===== src/rtl/stopwatch_pkg.sv =====
// Shared stopwatch definitions: FSM state encoding, display widths, default timing constants.
package stopwatch_pkg;

    localparam int unsigned MIN_W                   = 7;
    localparam int unsigned SEC_W                   = 7;
    localparam int unsigned SEC_MAX                 = 59;
    localparam int unsigned DEFAULT_TICK_DIV        = 50_000_000;
    localparam int unsigned DEFAULT_DEBOUNCE_CYCLES = 500_000;
    localparam int unsigned DEFAULT_MAX_MINUTES     = 99;

    typedef enum logic [1:0] {
        ST_IDLE    = 2'd0,
        ST_RUNNING = 2'd1,
        ST_PAUSED  = 2'd2,
        ST_FULL    = 2'd3
    } sw_state_t;

    // Counter width able to hold 0..n-1, never narrower than one bit.
    function automatic int unsigned cnt_width(input int unsigned n);
        return (n > 1) ? $clog2(n) : 1;
    endfunction

endpackage


===== src/rtl/stopwatch_controller_debouncer.sv =====
// button_debouncer: 2-FF synchroniser, stability counter and rising-edge pulse for one raw button.
module button_debouncer
    import stopwatch_pkg::*;
#(
    parameter int unsigned DEBOUNCE_CYCLES = DEFAULT_DEBOUNCE_CYCLES
) (
    input  logic clock,
    input  logic reset,
    input  logic btn_in,
    output logic pressed_pulse
);

    localparam int unsigned    CNT_W    = cnt_width(DEBOUNCE_CYCLES);
    localparam logic [CNT_W-1:0] CNT_LAST = CNT_W'(DEBOUNCE_CYCLES - 1);

    logic [1:0]       sync_q;
    logic             level;
    logic [CNT_W-1:0] stable_cnt;

    // Accept a new level only after it has differed from the accepted one for DEBOUNCE_CYCLES cycles;
    // pulse once when the accepted level goes high.
    always_ff @(posedge clock or posedge reset) begin
        if (reset) begin
            sync_q        <= '0;
            level         <= 1'b0;
            stable_cnt    <= '0;
            pressed_pulse <= 1'b0;
        end else begin
            sync_q        <= {sync_q[0], btn_in};
            pressed_pulse <= 1'b0;
            if (sync_q[1] != level) begin
                if (stable_cnt == CNT_LAST) begin
                    level         <= sync_q[1];
                    stable_cnt    <= '0;
                    pressed_pulse <= sync_q[1];
                end else begin
                    stable_cnt <= stable_cnt + CNT_W'(1);
                end
            end else begin
                stable_cnt <= '0;
            end
        end
    end

endmodule


===== src/rtl/stopwatch_controller.sv =====
// stopwatch_controller: button debouncing, start/pause/clear FSM, 1 Hz prescaler and mm:ss count.
// Optional lap hold is compiled in with `define LAP_HOLD_EN.
module stopwatch_controller
    import stopwatch_pkg::*;
#(
    parameter int unsigned TICK_DIV        = DEFAULT_TICK_DIV,
    parameter int unsigned DEBOUNCE_CYCLES = DEFAULT_DEBOUNCE_CYCLES,
    parameter int unsigned MAX_MINUTES     = DEFAULT_MAX_MINUTES
) (
    input  logic             clock,
    input  logic             reset,
    input  logic             btn_start_stop,
    input  logic             btn_clear,
    input  logic             btn_lap,
    output logic [MIN_W-1:0] minutes,
    output logic [SEC_W-1:0] seconds,
    output logic             running,
    output logic             tick,
    output logic             overflow
);

    localparam int unsigned      PRE_W     = cnt_width(TICK_DIV);
    localparam logic [PRE_W-1:0] PRE_LAST  = PRE_W'(TICK_DIV - 1);
    localparam logic [MIN_W-1:0] MIN_LIMIT = MIN_W'(MAX_MINUTES);
    localparam logic [SEC_W-1:0] SEC_LAST  = SEC_W'(SEC_MAX);

    sw_state_t        state, state_next;
    logic [PRE_W-1:0] prescaler;
    logic [MIN_W-1:0] min_cnt;
    logic [SEC_W-1:0] sec_cnt;
    logic             cmd_start_stop, cmd_clear;
    logic             tick_now, at_max;

    button_debouncer #(.DEBOUNCE_CYCLES(DEBOUNCE_CYCLES)) u_db_start_stop (
        .clock         (clock),
        .reset         (reset),
        .btn_in        (btn_start_stop),
        .pressed_pulse (cmd_start_stop)
    );

    button_debouncer #(.DEBOUNCE_CYCLES(DEBOUNCE_CYCLES)) u_db_clear (
        .clock         (clock),
        .reset         (reset),
        .btn_in        (btn_clear),
        .pressed_pulse (cmd_clear)
    );

    assign tick_now = (state == ST_RUNNING) && (prescaler == PRE_LAST);
    assign at_max   = (min_cnt == MIN_LIMIT) && (sec_cnt == SEC_LAST);

    // FSM state register.
    always_ff @(posedge clock or posedge reset) begin
        if (reset) state <= ST_IDLE;
        else       state <= state_next;
    end

    // FSM next state: clear overrides everything; saturation beats a coincident start_stop.
    always_comb begin
        state_next = state;
        if (cmd_clear) begin
            state_next = ST_IDLE;
        end else begin
            unique case (state)
                ST_IDLE:    if (cmd_start_stop) state_next = ST_RUNNING;
                ST_RUNNING: begin
                    if (tick_now && at_max)  state_next = ST_FULL;
                    else if (cmd_start_stop) state_next = ST_PAUSED;
                end
                ST_PAUSED:  if (cmd_start_stop) state_next = ST_RUNNING;
                ST_FULL:    state_next = ST_FULL;
                default:    state_next = ST_IDLE;
            endcase
        end
    end

    // FSM outputs decoded from the state register.
    always_comb begin
        running  = (state == ST_RUNNING);
        overflow = (state == ST_FULL);
    end

    // Prescaler and mm:ss count; tick is registered so it coincides with the count update.
    always_ff @(posedge clock or posedge reset) begin
        if (reset) begin
            prescaler <= '0;
            min_cnt   <= '0;
            sec_cnt   <= '0;
            tick      <= 1'b0;
        end else begin
            tick <= 1'b0;
            if (cmd_clear) begin
                prescaler <= '0;
                min_cnt   <= '0;
                sec_cnt   <= '0;
            end else if (tick_now) begin
                prescaler <= '0;
                tick      <= 1'b1;
                if (!at_max) begin
                    if (sec_cnt == SEC_LAST) begin
                        sec_cnt <= '0;
                        min_cnt <= min_cnt + MIN_W'(1);
                    end else begin
                        sec_cnt <= sec_cnt + SEC_W'(1);
                    end
                end
            end else if (state == ST_RUNNING) begin
                prescaler <= prescaler + PRE_W'(1);
            end
        end
    end

`ifdef LAP_HOLD_EN
    logic             cmd_lap;
    logic             hold_on;
    logic [MIN_W-1:0] held_min;
    logic [SEC_W-1:0] held_sec;

    button_debouncer #(.DEBOUNCE_CYCLES(DEBOUNCE_CYCLES)) u_db_lap (
        .clock         (clock),
        .reset         (reset),
        .btn_in        (btn_lap),
        .pressed_pulse (cmd_lap)
    );

    // Lap toggles a display freeze in RUNNING/PAUSED; the live count keeps going underneath.
    always_ff @(posedge clock or posedge reset) begin
        if (reset) begin
            hold_on  <= 1'b0;
            held_min <= '0;
            held_sec <= '0;
        end else if (cmd_clear) begin
            hold_on <= 1'b0;
        end else if (cmd_lap && (state == ST_RUNNING || state == ST_PAUSED)) begin
            hold_on  <= ~hold_on;
            held_min <= min_cnt;
            held_sec <= sec_cnt;
        end
    end

    assign minutes = hold_on ? held_min : min_cnt;
    assign seconds = hold_on ? held_sec : sec_cnt;
`else
    logic unused_btn_lap;
    assign unused_btn_lap = btn_lap;
    assign minutes        = min_cnt;
    assign seconds        = sec_cnt;
`endif

endmodule


===== config.mk =====
export PLATFORM = sky130hd
export DESIGN_NAME = stopwatch_controller
export DESIGN_NICKNAME = d
export VERILOG_FILES = /design/src/rtl/stopwatch_pkg.sv /design/src/rtl/stopwatch_controller_debouncer.sv /design/src/rtl/stopwatch_controller.sv
export SDC_FILE = /design/constraint.sdc
export NUM_CORES = 1
export LEC_CHECK = 0
export CAP_MARGIN = 10
export CELL_PAD_IN_SITES_DETAIL_PLACEMENT = 0
export CELL_PAD_IN_SITES_GLOBAL_PLACEMENT = 1
export CORE_ASPECT_RATIO = 1.2
export CORE_UTILIZATION = 43
export CTS_CLUSTER_DIAMETER = 100
export DETAILED_ROUTE_END_ITERATION = 10
export PLACE_DENSITY = 0.79
export SYNTH_ARGS = -nofsm -noshare
export SYNTH_HDL_FRONTEND = slang
export SYNTH_HIERARCHICAL = 1
export SYNTH_SLANG_ARGS = --single-unit
export TNS_END_PERCENT = 50

===== constraint.sdc =====
create_clock -name clock -period 1.9 [get_ports clock]
set_input_delay 0.475 -clock clock [delete_from_list [all_inputs] [get_ports clock]]
set_output_delay 0.475 -clock clock [all_outputs]
set_load 0.02 [all_outputs]

* After elaboration in Yosys (flattened, before gate mapping)
Cells that the tools add are included.
Storage, ports and cells: register bits after elaboration 89, input port bits 5, output and inout port bits 17, logic and storage cells 70
Cells by class: add/sub/neg operators 5, eq/ne operators 13, multiplexer cells 26, reductions and logical operators 13
Operators with widths (count):
- $mux 26 | 3
- $mux 19 | 4
- $mux 7 | 8
- $add 19x1->19 const B | 2
- $eq 19x19->1 const B | 2
- $add 26x1->26 const B | 1
- $eq 26x26->1 const B | 1
- $add 7x1->7 const B | 2
- $mux 2 | 4
- $reduce_and 2->1 | 4
- $eq 7x6->1 const B | 1
- $eq 7x7->1 const B | 1
- $mux 1 | 6
- $pmux 2 s3 | 1
- $eq 2x2->1 const B | 2
- $ne 4x1->1 const B | 1
- $reduce_bool 2->1 | 2
- $logic_and 1x1->1 | 3
- $ne 3x1->1 const B | 1
- $reduce_and 3->1 | 1
- $reduce_bool 3->1 | 1
- $eq 2x1->1 const B | 1
- $logic_not 2->1 | 1
- $ne 1x1->1 | 2
- 2 further kinds | 2

* Longest topological paths before layout
depth after elaboration 6, gate-level depth with buffers 7, depth with buffers taken out 6

* By module
Netlist, hierarchy kept.
By module, submodules not included:
- stopwatch_controller | instances 1, cells an instance 245, area each 2329.7 um^2, sequential area each 1076.0 um^2
- button_debouncer | instances 2, cells an instance 108, area each 1153.6 um^2, sequential area each 575.6 um^2

* Worst setup path after synthesis
Ideal clock, no wire load.
kind register to register, start point reg sec_cnt[0], in the netlist seconds[0], end point reg min_cnt[2], in the netlist minutes[2], setup time 78 ps, data arrival time 2051 ps, data required time 1822 ps, slack -229 ps, cell stages (with the launch flop) 7, buffers on the path 1, clock period less this slack 2129 ps, cell sequence dfrtp_1 ha_1 nand4bb_1 or2_2 clkbuf_1 or4_1 a21oi_1
Between the ends: longest elaborated chain between the ends 4, elaborated cells between the ends (all ways) 5, classes of those cells eq/ne (2); reduce/logical (3)
Ends and longest elaborated chain:
- start, declared | RTL line stopwatch_controller.sv:30 | logic [SEC_W-1:0] sec_cnt;
- start signal, assigned | RTL line stopwatch_controller.sv:103 | sec_cnt <= sec_cnt + SEC_W'(1);
- $eq 7x6->1 (*) | RTL line stopwatch_controller.sv:49, stopwatch_controller.sv:99
- $logic_and 1x1->1 | RTL line stopwatch_controller.sv:49 | assign at_max = (min_cnt == MIN_LIMIT) && (sec_cnt == SEC_LAST);
- $ne 2x1->1 (no source line)
- $reduce_and 3->1 (no source line) (*)
- end signal, assigned | RTL line stopwatch_controller.sv:101 | min_cnt <= min_cnt + MIN_W'(1);
- end, declared | RTL line stopwatch_controller.sv:29 | logic [MIN_W-1:0] min_cnt;
Mark *: on every way between the ends. The rest lies on a longest branch, timed or not. A chain may end at the register's enable or synchronous reset.

* Worst setup path after layout
start point reg prescaler[7], end point reg min_cnt[3], in the netlist minutes[3]
Between the ends: longest elaborated chain between the ends 4
Ends and longest elaborated chain:
- start, declared | RTL line stopwatch_controller.sv:28 | logic [PRE_W-1:0] prescaler;
- start signal, assigned | RTL line stopwatch_controller.sv:107 | prescaler <= prescaler + PRE_W'(1);
- $eq 26x26->1 | RTL line stopwatch_controller.sv:48 | assign tick_now = (state == ST_RUNNING) && (prescaler == PRE_LAST);
- $logic_and 1x1->1 | RTL line stopwatch_controller.sv:48
- $reduce_bool 2->1 (no source line)
- $reduce_and 3->1 (no source line)
Every way passes these cells.

==> reports/results.txt <==
CTS tree: built
Die Span X: 96.8 um
detailed-route via count: 3,752
worst slack, placed: -0.318 ns
grt met3 use: 0.0326
leading area contributor after synthesis: dfrtp_1
Die Area: 0.0112 mm2
Reg clk slew, reported paths: 0.07 ns
met2 global-route usage: 0.347
Critical Path AT: 2.44 ns
met1 Resource Use GR: 0.222
vias in the first global route: 3,830
DRC errors left: 0
antenna violations before repair: 0
layout cells sized above 1: 0.250
Synth Area in Simple Gates: 0.306
GRT Util Overall: 0.191
pwr dens: 674 mW/mm2
Critical Path Fanout Max: 5
Post-Route Utilization: 0.576
post-synthesis compound-gate area fraction: 0.0742
initial core utilization: 0.441
Clk Tree Root Cell: clkbuf_16
post-route worst setup slack: -0.270 ns
RSZ-0062 raised after global routing: yes
Synth Area in XOR/XNOR: 0.0944
top-area cell type share of the netlist area: 0.480
Final setup viols: 39
dominant synthesized flop cell: dfrtp_1
Layout Nets: 564
Mapped Area: 0.00464 mm2
Post-synth EDFFs: 0
max_cap viols: 0
count leader, synth: dfrtp_1
first-pass GRT wire length: 17,400 um
final hold violation count: 0
Crit path required time: 2.17 ns
Synth cell types: 49
DR WL/cell: 15.1 um
Max clock buf depth: 2
adder-cell share of the synthesized area: 0.0135
Pins Over Slew Limit: 0
crit path capture type: flop
Cells after Synth: 461
gr ovfl total: 0
Routed Antenna Nets: 0
Hold Buf Count CTS: 0
port bufs: 20
Initial DRC Count: 181
# clock sinks: 89
H-Tree Depth: 3
largest family of logic cells by synthesized area: simple AND/OR/NAND/NOR gates
final instance area: 0.00606 mm2
Slew headroom: 0.595
asr flop ratio synth: 1.00
I/O pin cnt: 22
Period minus WS final: 2.17 ns
sequential share of the synthesized area: 0.480
DP Area: 0.00551 mm2
total CTS buffers: 9
CP Class: flop to flop
Syn Nets: 471
Via density: 5.45
clock insertion delay at the later pin of the skew report: 0.34 ns
fmax: 461 MHz
first-pass iteration count of the detailed router: 4
Synth top cells by count: dfrtp_1 (89), nor2_1 (73), nand3_1 (34), nand2_1 (32), xnor2_1 (29)
crit start category: flop
synth warn: 6
Worst Hold Class: flop to flop
Mean Syn Cell Area: 10.1 um2
hpwl dp: 7030 um
register bit count reported by yosys: 89
WL final: 10,400 um
mux cell area share after synthesis: 0.00917
Min Hold Slack: 0.348 ns
failing checks: negative setup slack
peak supply drop: 0.000456 V
Die Y: 116 um
status: complete, but fails checks
Synth area leaders: dfrtp_1 (48%), nor2_1 (5.9%), xnor2_1 (5.5%)
static leakage: 2.82 nW
gr busiest metal: met2
largest net degree at the start of global routing: 44
routability cong.: 0.792
Synth-to-Final Area Change: 30.6%
Total Power: 0.00408 W
Tcrit/Tclk final: 1.14
core area: 0.0105 mm2
Least-Margin Pin Slew: 0.601 ns
antenna cells: 0
Layout Skew: 0.00647 ns
FP Rows: 41
-- worst paths after layout --
kind | from | endpoint | slack (ns) | depth (start not counted)
max | prescaler[7] | minutes[3] | -0.27 | 5
min | u_db_start_stop/sync_q[0] | u_db_start_stop/sync_q[1] | 0.35 | 0
max reg2reg | prescaler[7] | minutes[3] | -0.27 | 5
min reg2reg | u_db_start_stop/sync_q[0] | u_db_start_stop/sync_q[1] | 0.35 | 0
max in group asynchronous | reset | u_db_start_stop/stable_cnt[8] | 1.12 | 3
min in group asynchronous | reset | prescaler[5] | 0.54 | 3
-- placed cells by master, fill, tap and decap left out, types with 4 or more instances in the layout --
| master | n |
|---|---|
| or4_4 | 5 |
| nand2_1 | 31 |
| nor4_1 | 8 |
| xor2_1 | 21 |
| a21oi_1 | 20 |
| buf_4 | 65 |
| dfrtp_1 | 85 |
| o31ai_1 | 4 |
| nand3_2 | 4 |
| dlymetal6s2s_1 | 5 |
| nand4_4 | 4 |
| xnor2_1 | 29 |
| clkdlybuf4s50_1 | 6 |
| o21ai_1 | 4 |
| inv_1 | 15 |
| nand4b_1 | 6 |
| dlygate4sd2_1 | 9 |
| a21oi_2 | 5 |
| or4_1 | 7 |
| nor3_1 | 9 |
| ha_1 | 4 |
| and4_1 | 4 |
| nand3_1 | 32 |
| nand4_1 | 14 |
| dfrtp_2 | 4 |
| and3_1 | 6 |
| clkbuf_16 | 10 |
| nor2_1 | 73 |
-- final cells by class --
cell class	count	area, um2
Timing Repair Buffer	90	786
Inverter	16	60.1
Sequential cell	89	2230
Clock inverter	6	105
Multi-Input combinational cell	348	2470
Tap cell	129	161
Fill cell	878	4460
Clock buffer	10	239
-- where the power goes --
group          total [W]  switching, W  internal, W  leakage (nW)
sequential       0.00193     0.0000167      0.00191          1.22
clock            0.00206      0.000744      0.00131         0.172
combinational  0.0000985     0.0000639    0.0000345          1.43
-- metal layers --
metal	routed length (um)	part of all wire
met5	0	0
met4	135	0.013
met3	234	0.022
met2	5320	0.51
met1	4730	0.45
-- what timing repair did --
item                       CTS  global route
buffers inserted             6             1
setup endpoints to repair   27            67
gates resized for setup     17            21
gates cloned                 1             1
pin swaps                   10             5
-- cell families (layout without fill, tap and decap cells) --
group           after synthesis  in the layout
flops                        89             89
simple gates                237            238
xor+xnor                     50             50
compound gates               51             51
fa+ha+maj                     5              5
mux                           4              4
buf+inv                      25            122
-- metrics by stage --
stage               setup TNS, ns  cells
floorplan                  -0.831    461
global placement            -1.63    663
detailed placement          -2.28    663
CTS                         -6.90    686
global route                -8.02    688
finish                      -5.22    688
-- sequential cells by signal, summed over array words and instances, names as in the netlist --
name / count
u_db_start_stop/level: 1
u_db_clear/level: 1
u_db_start_stop/stable_cnt: 19
u_db_start_stop/sync_q: 2
u_db_clear/sync_q: 2
minutes: 7
u_db_start_stop/pressed_pulse: 1
state: 2
u_db_clear/pressed_pulse: 1
prescaler: 26
u_db_clear/stable_cnt: 19
tick: 1
seconds: 7
-- worst max-delay path: stages, from the launching register on --
cell	delay, ns
dfrtp_1	0.38
or4b_4	0.57
nor3_4	0.32
nand4b_4	0.18
or4_4	0.52
a21oi_2	0.14
Power figures use the tool's default switching activity.
